[config.mk]
export PLATFORM = sky130hd
export DESIGN_NAME = as_gpio_sink
export DESIGN_NICKNAME = d
export VERILOG_FILES = /design/src/rtl/as_gpio_sink.sv
export SDC_FILE = /design/constraint.sdc
export NUM_CORES = 1
export LEC_CHECK = 0
export BUFFER_PORTS_ARGS = -buffer_cell sky130_fd_sc_hd__buf_2
export CORE_MARGIN = 2
export CORE_UTILIZATION = 40
export DETAILED_ROUTE_END_ITERATION = 7
export GPL_TIMING_DRIVEN = 1
export PLACE_DENSITY = 0.67
export SLEW_MARGIN = 20
export SYNTH_ARGS = -nofsm -noshare
export SYNTH_HDL_FRONTEND = slang
export SYNTH_SLANG_ARGS = --single-unit
[constraint.sdc]
create_clock -name clk_i -period 2.8 [get_ports clk_i]
set_input_delay 0.56 -clock clk_i [delete_from_list [all_inputs] [get_ports clk_i]]
set_output_delay 0.56 -clock clk_i [all_outputs]
set_load 0.02 [all_outputs]
[src/rtl/as_gpio_sink.sv]
// rtl/as_gpio_sink.sv - GPIO write sink: register bank, event FIFO and run/pass/fail status FSM
// Optional feature macro: AS_GPIO_WRCNT_EN (adds saturating accepted-write counter wr_cnt_o)
module as_gpio_sink #(
    parameter int GPIO_W      = 64,
    parameter int ADDR_W      = 8,
    parameter int NUM_REGS    = 8,
    parameter int STATUS_ADDR = 4,
    parameter int PASS_CODE   = 55,
    parameter int FIFO_DEPTH  = 4
) (
    input  logic              clk_i,
    input  logic              rst_i,
    input  logic              cs_i,
    input  logic [ADDR_W-1:0] gpio_addr_i,
    input  logic [GPIO_W-1:0] gpio_i,
    input  logic [ADDR_W-1:0] rd_addr_i,
    output logic [GPIO_W-1:0] rd_data_o,
    output logic              led_o,
    output logic              pass_o,
    output logic              fail_o,
    output logic              err_addr_o,
    output logic              ovf_o,
    output logic              evt_valid_o,
    input  logic              evt_ready_i,
    output logic [ADDR_W-1:0] evt_addr_o,
    output logic [GPIO_W-1:0] evt_data_o
`ifdef AS_GPIO_WRCNT_EN
    ,output logic [31:0]      wr_cnt_o
`endif
);

    localparam int IDX_W = (NUM_REGS > 1) ? $clog2(NUM_REGS) : 1;
    localparam int PTR_W = $clog2(FIFO_DEPTH);
    localparam int CNT_W = PTR_W + 1;
    localparam logic [ADDR_W:0] NREG_L = (ADDR_W + 1)'(NUM_REGS);

    typedef enum logic [1:0] {
        ST_IDLE = 2'd0,
        ST_RUN  = 2'd1,
        ST_PASS = 2'd2,
        ST_FAIL = 2'd3
    } state_t;

    logic [GPIO_W-1:0] regs [NUM_REGS];

    logic [ADDR_W-1:0] fifo_addr [FIFO_DEPTH];
    logic [GPIO_W-1:0] fifo_data [FIFO_DEPTH];
    logic [PTR_W-1:0]  wr_ptr;
    logic [PTR_W-1:0]  rd_ptr;
    logic [CNT_W-1:0]  count;

    state_t state_q;
    state_t state_d;
    logic   led_d;
    logic   pass_d;
    logic   fail_d;

    logic wr_in_range;
    logic rd_in_range;
    logic push;
    logic pop;
    logic full;
    logic do_push;
    logic status_wr;
    logic is_run_code;

    assign wr_in_range = ({1'b0, gpio_addr_i} < NREG_L);
    assign rd_in_range = ({1'b0, rd_addr_i} < NREG_L);
    assign push        = cs_i && wr_in_range;
    assign full        = (count == CNT_W'(FIFO_DEPTH));
    assign evt_valid_o = (count != '0);
    assign pop         = evt_valid_o && evt_ready_i;
    // A full FIFO still accepts a push when the head leaves on the same edge.
    assign do_push     = push && (!full || pop);
    assign status_wr   = push && (gpio_addr_i == ADDR_W'(STATUS_ADDR));
    assign is_run_code = (gpio_i == '0) || (gpio_i == GPIO_W'(2));

    // Head is gated so stale storage never leaks out while empty.
    assign evt_addr_o = evt_valid_o ? fifo_addr[rd_ptr] : '0;
    assign evt_data_o = evt_valid_o ? fifo_data[rd_ptr] : '0;

    always_ff @(posedge clk_i or negedge rst_i) begin
        if (!rst_i) begin
            for (int i = 0; i < NUM_REGS; i++) begin
                regs[i] <= '0;
            end
            rd_data_o  <= '0;
            err_addr_o <= 1'b0;
        end else begin
            if (push) begin
                regs[gpio_addr_i[IDX_W-1:0]] <= gpio_i;
            end
            if (cs_i && !wr_in_range) begin
                err_addr_o <= 1'b1;
            end
            rd_data_o <= rd_in_range ? regs[rd_addr_i[IDX_W-1:0]] : '0;
        end
    end

    always_ff @(posedge clk_i) begin
        if (do_push) begin
            fifo_addr[wr_ptr] <= gpio_addr_i;
            fifo_data[wr_ptr] <= gpio_i;
        end
    end

    always_ff @(posedge clk_i or negedge rst_i) begin
        if (!rst_i) begin
            wr_ptr <= '0;
            rd_ptr <= '0;
            count  <= '0;
            ovf_o  <= 1'b0;
        end else begin
            if (do_push) begin
                wr_ptr <= wr_ptr + 1'b1;
            end
            if (pop) begin
                rd_ptr <= rd_ptr + 1'b1;
            end
            if (do_push && !pop) begin
                count <= count + 1'b1;
            end else if (!do_push && pop) begin
                count <= count - 1'b1;
            end
            if (push && full && !pop) begin
                ovf_o <= 1'b1;
            end
        end
    end

    always_ff @(posedge clk_i or negedge rst_i) begin
        if (!rst_i) begin
            state_q <= ST_IDLE;
            led_o   <= 1'b0;
            pass_o  <= 1'b0;
            fail_o  <= 1'b0;
        end else begin
            state_q <= state_d;
            led_o   <= led_d;
            pass_o  <= pass_d;
            fail_o  <= fail_d;
        end
    end

    // PASS and FAIL have no exits, which keeps pass_o and fail_o exclusive.
    always_comb begin
        state_d = state_q;
        led_d   = led_o;
        pass_d  = pass_o;
        fail_d  = fail_o;
        if (status_wr && (state_q == ST_IDLE || state_q == ST_RUN)) begin
            if (is_run_code) begin
                state_d = ST_RUN;
                led_d   = gpio_i[1];
            end else if (gpio_i == GPIO_W'(PASS_CODE)) begin
                state_d = ST_PASS;
                pass_d  = 1'b1;
            end else begin
                state_d = ST_FAIL;
                fail_d  = 1'b1;
            end
        end
    end

`ifdef AS_GPIO_WRCNT_EN
    always_ff @(posedge clk_i or negedge rst_i) begin
        if (!rst_i) begin
            wr_cnt_o <= '0;
        end else if (push && (state_q == ST_IDLE || state_q == ST_RUN)
                     && (wr_cnt_o != 32'hFFFF_FFFF)) begin
            wr_cnt_o <= wr_cnt_o + 32'd1;
        end
    end
`endif

endmodule

# Yosys cells after proc, flatten, opt, wreduce, memory -nomap -nowiden
# Memories as Yosys holds them, arrays and structs flattened.
# Cells that the tools add are included.
[totals]
ff_bits = 590
latch_bits = 0
mem_bits_rw = 288
mem_bits_ro = 0
out_inout_bits = 142
wordCells = 78
n_memories = 2
[mem_list]
columns = ["memory", "depth", "width", "rd", "rd_ports_with_merged_regs", "wr", "line_no", "text"]
rows = [
  ["fifo_data", 4, 64, 1, 0, 1, "47", "logic [GPIO_W-1:0] fifo_data [FIFO_DEPTH];"],
  ["fifo_addr", 4, 8, 1, 0, 1, "46", "logic [ADDR_W-1:0] fifo_addr [FIFO_DEPTH];"],
]
[op_classes]
addsub = 4
n_mul = 0
div = 0
magnitude_cmp = 5
eq_ne = 5
shift = 0
n_mux = 15
n_bitwise = 4
reduce_logical = 25
[op_table]
columns = ["cell", "count"]
rows = [
  ["512-bit bitwise mux", 1],
  ["64-bit 2-to-1 mux", 5],
  ["64-bit binary-select mux with 3-bit select", 1],
  ["64-bit demux with 3-bit select", 1],
  ["64-bit by 2-bit == test with 1-bit output (second input constant)", 1],
  ["64-bit by 6-bit == test with 1-bit output (second input constant)", 1],
  ["64-bit zero test", 1],
  ["8-bit by 4-bit < comparator with 1-bit output (second input constant)", 2],
  ["1-bit logical AND", 11],
  ["8-bit by 3-bit == test with 1-bit output (second input constant)", 1],
  ["4-bit >= comparator (second input constant)", 2],
  ["8-bit 2-to-1 mux", 1],
  ["3-bit NOT with 4-bit output", 2],
  ["3-bit 2-to-1 mux", 2],
  ["3-bit AND reduction", 2],
  ["2-bit by 1-bit adder with 2-bit output (second input constant)", 2],
  ["1-bit zero test", 4],
  ["4-bit by 1-bit < comparator with 1-bit output (second input constant)", 1],
  ["3-bit by 1-bit adder with 3-bit output (second input constant)", 1],
  ["3-bit == test (second input constant)", 1],
  ["1-bit logical OR", 3],
  ["1-bit 2-to-1 mux", 3],
  ["3-bit nonzero test", 1],
  ["3-bit by 1-bit subtractor with 3-bit output (second input constant)", 1],
  ["other kinds (6)", 7],
]

# Depth between registers and ports, before layout
[logic_depth]
word_depth = 8
mapped_depth = 10

# Least setup slack after synthesis
# OpenSTA, ideal clock, no wires.
[synth_path]
path_kind = "input to register"
start = "in gpio_addr_i[3]"
end = "mem fifo_addr[0][0], enable pin"
setup_ps = 438
arrival_ps = 3075
setup_slack_ps = -713
cell_stages = 5
n_path_buf = 0
path_cell_list = "nor3_2 and2_2 nand2_1 nor2_1 and2_1"
[synth_via]
elab_chain_len = 5
[synth_lines]
columns = ["item", "line_no", "text"]
rows = [
  ["from (decl)", "14", "input logic [ADDR_W-1:0] gpio_addr_i,"],
  ["8-bit by 4-bit < comparator with 1-bit output", "67", "assign wr_in_range = ({1'b0, gpio_addr_i} < NREG_L);"],
  ["1-bit logical AND", "69", "assign push = cs_i && wr_in_range;"],
  ["1-bit logical AND", "74", "assign do_push = push && (!full || pop);"],
  ["named net do_push", "63", "logic do_push;"],
  ["1-bit 2-to-1 mux", "101", "if (do_push) begin"],
  ["1-bit 2-to-1 mux (implied by the code)", "102", "fifo_addr[wr_ptr] <= gpio_addr_i;"],
  ["to (decl)", "46", ""],
]
# The timed path passes the listed nets, and every way through them passes these cells.

# Final worst setup path
[layout_path]
start = "reg rd_ptr[0]"
end = "out evt_data_o[44]"
[layout_via]
elab_chain_len = 2
[layout_lines]
columns = ["item", "line_no", "text"]
rows = [
  ["from (decl)", "49", "logic [PTR_W-1:0] rd_ptr;"],
  ["from (signal assigned)", "118", "rd_ptr <= rd_ptr + 1'b1;"],
  ["memory read 4 x 64 bit", "-", ""],
  ["64-bit 2-to-1 mux", "80", "assign evt_data_o = evt_valid_o ? fifo_data[rd_ptr] : '0;"],
  ["to (decl)", "26", "output logic [GPIO_W-1:0] evt_data_o"],
]
# Every way passes these cells.

==> results.sh <==
export IMPL_status="finished, violations left"
export IMPL_violations="negative setup slack"
export IMPL_drv_cap=0
export IMPL_numPortBuffers=225
export IMPL_via_count=19400
export IMPL_grt_overflow_total=0
export IMPL_p_int_w=0.0253
export IMPL_synth_flop_cell="dfrtp_1"
export IMPL_place_ws_ns=-0.0503
export IMPL_first_pass_iters=5
export IMPL_yosysSeqAreaShare_pct=64.5
export IMPL_cts_made_buffers=92
export IMPL_hold_ws_ns=0.146
export IMPL_setup_viol=44
export IMPL_p_comb_share_pct=23.0
export IMPL_irDropWorstVdd_v=0.000576
export IMPL_clkSinkCount=877
export IMPL_first_global_vias=21600
export IMPL_die_width_um=305
export IMPL_rsz0062_at_grt="yes"
export IMPL_end_kind="output port"
export IMPL_yosys_warnings=0
export IMPL_synth_area_leaders="dfrtp_1 (41%), edfxtp_1 (24%), mux2_2 (16%)"
export IMPL_skew_ns=0.0289
export IMPL_via_per_inst=5.45
export IMPL_synth_avg_cell_area_um2=18.1
export IMPL_ctsLongestPathBuffers=3
export IMPL_layout_drive_gt1_share_pct=52.7
export IMPL_mostFrequentLayoutCells="dfrtp_1 (587), mux2_2 (499), edfxtp_1 (288)"
export IMPL_yosysTopAreaCell="dfrtp_1"
export IMPL_ant_nets=0
export IMPL_die_area_um2=93000
export IMPL_synth_top_area_share_pct=40.7
export IMPL_core_um2=89900
export IMPL_worstPathArrival_ns=2.35
export IMPL_p_per_area_nw_per_um2=787
export IMPL_finalHoldViolCount=0
export IMPL_synthDistinctLibCells=39
export IMPL_seqPwrFrac_pct=40.9
export IMPL_ys_seq_elements=877
export IMPL_areaGrowthSynthToFinish_pct=19.9
export IMPL_post_route_period_util_pct=104
export IMPL_critical_path_required_ns=2.24
export IMPL_start_kind="flip-flop"
export IMPL_die_height_um=305
export IMPL_std_cell_rows=110
export IMPL_fmax_mhz=344
export IMPL_slew_violations=0
export IMPL_finalNetCount=2384
export IMPL_drc=0
export IMPL_worstPathMaxFanout=5
export IMPL_min_delay_path_class="primary input to flip-flop"
export IMPL_min_period_ns=2.91
export IMPL_synthArstFlopShare_pct=67.2
export IMPL_clock_latency_ns=0.66
export IMPL_cts_tree="built"
export IMPL_worst_slew_pin_slew_ns=0.775
export IMPL_antenna_found_initial=7
export IMPL_syn_nets=2089
export IMPL_p_sw_share_pct=25.9
export IMPL_cts_root_buf="clkbuf_16"
export IMPL_relSlewSlack_pct=47.9
export IMPL_p_sw_w=0.00886
export IMPL_reg2reg_slack_ns=0.64
export IMPL_boundaryPins=226
export IMPL_wl_per_cell_um=25.0
export IMPL_grt_util_all_layers_pct=19.4
export IMPL_drt_total_wl_um=88700
export IMPL_syn_inst=1999
export IMPL_netlist_area_um2=36200
export IMPL_clk_pin_slew_worst_paths_ns=0.06
export IMPL_cts_max_level=3
export IMPL_grt_max_degree=85
export IMPL_clockPowerShare_pct=36.1
export IMPL_place_hpwl_um=54300
export IMPL_critical_path_class="flip-flop to output port"
export IMPL_synth_enable_flop_cells=288
export IMPL_timing_final_ws_setup_ns=-0.108
export IMPL_gp_congestion=0.738
export IMPL_final_common_cell="dfrtp_1"
export IMPL_start_util_pct=40.3
export IMPL_grt_pass1_wl_um=136000
export IMPL_drt_iter0_drc=1333
export IMPL_p_leak_nw=19.2
export IMPL_finalSetupTns_ns=-3.09
-- cells by family after synthesis --
kind of cell               Yosys count  synth area share [%]
AOI/OAI and AO/OA                    6                 0.128
muxes                              779                  30.2
xor gates and xnor gates             6                 0.145
DFF                                877                  64.5
buffers and inverters              127                  1.82
and+or+nand+nor                    198                  2.94
adders and majority gates            6                 0.228
-- Yosys cell counts (2+ instances only) --
cell type,instances
xnor2_1,4
nand4_1,5
a21o_1,2
ha_1,5
mux2_2,499
nor2_1,71
inv_1,3
mux2_1,16
a31o_2,2
clkbuf_1,41
nor4_1,15
nor3_1,3
mux4_2,200
buf_6,12
xor2_1,2
edfxtp_1,288
mux2i_1,64
buf_4,7
nor2b_1,3
dfrtp_1,589
buf_2,53
and3_1,2
buf_1,11
nand3_1,4
and2_1,76
nand2_1,9
-- routing by layer --
layer,wire length (µm),vias to the layer above,GRT usage [%],share of wire [%]
met5,34,-,0,0.038
met2,44300,469,32.3,50
li1,-,8220,-,-
met1,37800,10500,25.9,43
met3,4280,144,3.14,4.8
met4,2380,6,6.82,2.7
-- path summary, 6_finish.rpt --
path                                      from              end  cells past startpoint
worst max-delay path                 rd_ptr[0]   evt_data_o[44]                      6
worst min-delay path            gpio_addr_i[5]  fifo_addr[2][5]                      1
worst max register to register        count[0]         count[2]                      8
worst min register to register      state_q[1]       state_q[1]                      1
max in group asynchronous                rst_i        regs[454]                      3
min in group asynchronous                rst_i    rd_data_o[40]                      2
-- through the flow --
stage	std cells	total power (W)	util [%]	instance area, µm²
floorplan	1999	0.0178	-	36200
global placement	3358	0.0198	43.8	39400
detailed placement	3358	0.0200	43.8	39400
CTS	3551	0.0345	48.4	43500
global route	3550	0.0355	48.3	43400
finish	3553	0.0342	48.3	43400
-- timing repair --
| item | 4_1_cts | 5_1_grt |
|---|---|---|
| hold buffers | 1 | 0 |
| gates resized for setup | 203 | 19 |
| pin swaps | 4 | 0 |
| endpoints found under the hold margin | 53 | 0 |
| setup endpoints to repair | 72 | 72 |
| setup buffers | 13 | 0 |
| gates cloned | 7 | 0 |
-- power by group through the flow --
| stage | clock, W | combinational [W] | sequential (W) |
|---|---|---|---|
| final | 0.0123 | 0.00786 | 0.0140 |
| after global routing | 0.0132 | 0.00830 | 0.0140 |
| after CTS | 0.0126 | 0.00797 | 0.0140 |
| after detailed placement | 0 | 0.00570 | 0.0143 |
| after global placement | 0 | 0.00561 | 0.0142 |
| after floorplan | 0 | 0.00370 | 0.0141 |
-- worst max-delay path: stages (launching register included) --
cell and delay [ns]:
dfrtp_4 0.51, buf_12 0.17, buf_12 0.13, buf_16 0.14
mux4_2 0.43, and2_4 0.18, buf_6 0.12
-- sequential cells by signal (all words and copies together) (netlist names) --
signal	cells
rd_data_o	64
ovf_o	1
fifo_data	256
fail_o	1
count	3
err_addr_o	1
rd_ptr	2
led_o	1
pass_o	1
regs	512
wr_ptr	2
fifo_addr	32
state_q	1
-- area by class of cell --
class | count | area (µm²)
diodes | 5 | 12.5
clock inverters | 39 | 467
well taps | 1176 | 1470
repair buffers | 325 | 3060
flip-flops and latches | 877 | 23400
inverters | 3 | 11.3
clock buffers | 133 | 2610
fillers | 7365 | 46400
multi-input cells | 995 | 12400
Power figures use the tool's default switching activity.
